### src/rtl/piso_shift_reg.sv
// Parallel-in/serial-out shift register: loads an N-bit word and serialises it LSB-first.
// Optional build macro PISO_PARITY_EN appends an even-parity bit to every frame.

module mux2 (
  input  logic d0,
  input  logic d1,
  input  logic sel,
  output logic y
);
  assign y = sel ? d1 : d0;
endmodule

module piso_shift_reg #(
  parameter int N          = 8,
  parameter int CLK_PERIOD = 100
) (
  input  logic                   clk,
  input  logic                   rst,
  input  logic                   load,
  input  logic [N-1:0]           din,
  output logic                   ready,
  output logic                   sout,
  output logic                   sout_valid,
  output logic                   done,
  output logic [$clog2(N+1)-1:0] bit_cnt
);
  localparam int CW = $clog2(N+1);
`ifdef PISO_PARITY_EN
  localparam int FRAME = N + 1;
`else
  localparam int FRAME = N;
`endif
  localparam logic [CW-1:0] LAST = CW'(FRAME - 1);

  generate
    if (N < 2 || N > 32) begin : g_bad_n
      $error("piso_shift_reg: N out of range");
    end
    if (CLK_PERIOD < 40) begin : g_bad_clk
      $error("piso_shift_reg: CLK_PERIOD below mux2 path delay");
    end
  endgenerate

  typedef enum logic {IDLE, SHIFT} state_e;

  state_e          state_q, state_d;
  logic [N-1:0]    sreg_q, sreg_d;
  logic [CW-1:0]   cnt_q, cnt_d;
  logic            done_q, done_d;
  logic            load_acc;
  logic [N-1:0]    shift_src;
  logic [N-1:0]    mux_y;

  assign ready     = (state_q == IDLE);
  assign load_acc  = load & ready;
  assign shift_src = {1'b0, sreg_q[N-1:1]};

  // One mux2 cell per bit picks between the shift path and the parallel word.
  for (genvar gi = 0; gi < N; gi++) begin : g_bit
    mux2 u_mux (
      .d0  (shift_src[gi]),
      .d1  (din[gi]),
      .sel (load_acc),
      .y   (mux_y[gi])
    );
  end

  always_comb begin
    state_d = state_q;
    sreg_d  = sreg_q;
    cnt_d   = cnt_q;
    done_d  = 1'b0;
    case (state_q)
      IDLE: begin
        if (load_acc) begin
          sreg_d  = mux_y;
          cnt_d   = '0;
          state_d = SHIFT;
        end
      end
      SHIFT: begin
        sreg_d = mux_y;
        if (cnt_q == LAST) begin
          state_d = IDLE;
          cnt_d   = '0;
          done_d  = 1'b1;
        end else begin
          cnt_d = cnt_q + 1'b1;
        end
      end
    endcase
  end

  always_ff @(posedge clk) begin
    if (rst) begin
      state_q <= IDLE;
      sreg_q  <= '0;
      cnt_q   <= '0;
      done_q  <= 1'b0;
    end else begin
      state_q <= state_d;
      sreg_q  <= sreg_d;
      cnt_q   <= cnt_d;
      done_q  <= done_d;
    end
  end

`ifdef PISO_PARITY_EN
  logic par_q, par_d;

  assign par_d = load_acc ? ^din : par_q;

  always_ff @(posedge clk) begin
    if (rst) par_q <= 1'b0;
    else     par_q <= par_d;
  end

  // Data bits are exhausted once the count reaches N; the parity flop drives the tail bit.
  assign sout = (state_q == SHIFT && cnt_q == CW'(N)) ? par_q : sreg_q[0];
`else
  assign sout = sreg_q[0];
`endif

  assign sout_valid = (state_q == SHIFT);
  assign done       = done_q;
  assign bit_cnt    = cnt_q;
endmodule

### config.mk
export PLATFORM = sky130hd
export DESIGN_NAME = piso_shift_reg
export DESIGN_NICKNAME = d
export VERILOG_FILES = /design/src/rtl/piso_shift_reg.sv
export SDC_FILE = /design/constraint.sdc
export NUM_CORES = 1
export LEC_CHECK = 0
export ABC_CLOCK_PERIOD_IN_PS = 1050
export CORE_MARGIN = 2
export CORE_UTILIZATION = 30
export DETAILED_ROUTE_END_ITERATION = 7
export DONT_BUFFER_PORTS = 1
export PLACE_DENSITY = 0.47
export SLEW_MARGIN = 20
export SYNTH_ARGS = -nofsm -noshare
export SYNTH_HDL_FRONTEND = slang
export SYNTH_SLANG_ARGS = --single-unit
export TNS_END_PERCENT = 50
### constraint.sdc
create_clock -name clk -period 1.05 [get_ports clk]
set_input_delay 0 -clock clk [delete_from_list [all_inputs] [get_ports clk]]
set_output_delay 0 -clock clk [all_outputs]
set_load 0.005 [all_outputs]
==> run metrics <==
largest family of logic cells by synthesized area simple AND/OR/NAND/NOR gates; Hold WC Path Type in -> reg; initial core utilization 0.316; Worst Setup SP bit_cnt[0]; Crit path largest cell delay roughly 0.37 ns; area share of the largest cell type after synthesis 0.456; Overflow after GRT 0; TritonCTS Sinks 14; failing checks negative hold slack, negative setup slack; Root Buffer clkbuf_4; Syn Area/Cell approximately 8.7 µm²; Final Hold Fails 14; xor/xnor share of the synthesized area 0; core box area ~1900 µm²; r2r setup slk -0.008 ns; Synth Area in Compound Gates 0.126; height of the die approximately 49 µm; distinct cell type count after synthesis 21; worst-margin pin slew approximately 0.22 ns; Synth area leaders dfxtp_1 46%, mux2_2 13%, a21oi_1 9.8%; Layout area overhead 22.2%; num rows 16; Die ar. 2430 µm²; CTS tree yes; Peak supply drop 0.599 mV; Setup Buffers After CTS 0; flops & latches, synth 14; min Tclk post-route between 1 and 1.5 ns; WL/cell roughly 12 µm; final max-slew violation count 0; antenna violations before repair 0; initial detailed-routing violation count 2; n_diodes 0; CTS max path bufs 2; outcome finished, violations left; PortBufs 0; RSZ-0062 raised after global routing true; WP data required ~1.3 ns; power density cells between 1000 and 1500 nW/µm²; placed instance count 102; leakage power between 0.2 and 0.3 nW; Final Skew approximately 0.00068 ns; final total power between 1 and 1.5 mW; Routed Antenna Nets 0; Synth Instances slightly above 70; adder-cell share of the synthesized area 0.0204; vias in the first global route 483; Synth warnings 0; commonest register cell after synthesis dfxtp_1; Crit. End Element flop; GRT Resource Usage Total 0.119; CP Launch Type flop; critical hold path startpoint rst; Pre-Repair DR Iteration Count 2; mux cell area share after synthesis 0.145; Worst EP arrival ~1.3 ns; Cell Chain, Critical Path ha_4 -> or3_1 -> a21oi_1; Post-Synth Simple-Gate Area 0.196; Post-Syn Area 614 µm²; # DRC 0; number of synthesized flops with an enable pin 0; total CTS buffers 3; post-DP HPWL ~910 µm; critical path class reg -> reg; worst skew pair latency 0.27 ns; reg2reg start bit_cnt[0]; Fmax between 0.9 and 1 GHz; Placer Congestion slightly below 0.8; top-count cell post-synth nand2_1; final worst slack -0.00758 ns; Ports 19; Post-synth top cells 15 x nand2_1, 14 x dfxtp_1, 12 x a21oi_1, 7 x mux2_2, 4 x nor2_1; Mapped Nets 83; Post-Layout Cell Count 106; FFs w/ async S/R, synth 0; Vias roughly 520; final worst-path cycle share 1.01; first-pass GRT wire length 2240 µm; H-tree Lvls 1; DR vias/cell between 4 and 5; fin nets 92; max cap viols 0; relative slew slack 0.854; Final Util 0.387; CTS clock-pin slew for the worst setup and hold paths about 0.08 ns; fraction of layout cells with a size suffix above 1 0.342; worst hold slack -0.225 ns; Post-Route WL between 1000 and 1500 µm; post-synthesis sequential area ratio 0.456; dpl ws -0.0164 ns; Crit-path slowest cell dfxtp_4; cell taking the most area after synthesis dfxtp_1; largest net degree at the start of global routing 15; crit path max fanout 5; Die X roughly 49 µm; final setup fails 1
cell type report:
type                            instances  area [µm²]
Inverter                                3        11.3
Multi-Input combinational cell         50         317
Timing Repair Buffer                    8        63.8
Clock buffer                            4        36.3
Tap cell                               27        33.8
Sequential cell                        14         289
Fill cell                             210        1190
per-layer routing:
layer,vias up,GRT usage,part of all wire
met2,10,0.187,0.50
li1,262,-,-
met5,-,0,0
met1,244,0.147,0.43
met4,0,0.0571,0.0071
met3,2,0.0368,0.067
layout by cell type (no fill, tap or decap), types with 2 or more instances in the layout:
| master | instances |
|---|---|
| a21oi_1 | 12 |
| buf_4 | 7 |
| clkbuf_4 | 3 |
| dfxtp_1 | 9 |
| dfxtp_2 | 4 |
| inv_1 | 2 |
| mux2_2 | 7 |
| nand2_1 | 15 |
| nand4_1 | 2 |
| nor2_1 | 4 |
path summary, 6_finish.rpt:
check,endpoint,cells after the start
max,bit_cnt[3],3
min,bit_cnt[2],1
max reg2reg,bit_cnt[3],3
min reg2reg,sreg_q[0],2
worst max-delay path: cells and delay by family, from the launching register on:
family,cells,cell delay [ns]
compound gates,1,0.12
fa+ha+maj,1,0.17
flops,1,0.37
simple gates,1,0.34
registers in the layout (all words and copies together), names as in the netlist:
name and flops:
sreg_q 8, bit_cnt 4, done 1, sout_valid 1
through the flow:
stage	TNS, ns	area, µm²
floorplan	0	617
global placement	-0.00586	687
detailed placement	-0.0274	687
CTS	0	737
global route	-0.0541	751
finish	-0.00758	751
cells by family after synthesis:
| kind of cell | count (synthesis) |
|---|---|
| AOI/OAI and AO/OA | 14 |
| adders and majority gates | 1 |
| buffers and inverters | 7 |
| DFF | 14 |
| muxes | 8 |
| and+or+nand+nor | 27 |
report_power, final:
| group | internal [mW] | switching, mW |
|---|---|---|
| clock network | 0.211 | 0.171 |
| logic | 0.0668 | 0.0479 |
| registers | 0.556 | 0.0185 |
| total | 0.834 | 0.238 |
repair_timing:
item	4_1_cts	5_1_grt
pin swaps	0	2
gates resized for setup	4	5
hold endpoints to repair	14	14
endpoints found under the setup margin	2	3
No activity file was read; power rests on OpenSTA's default activity.
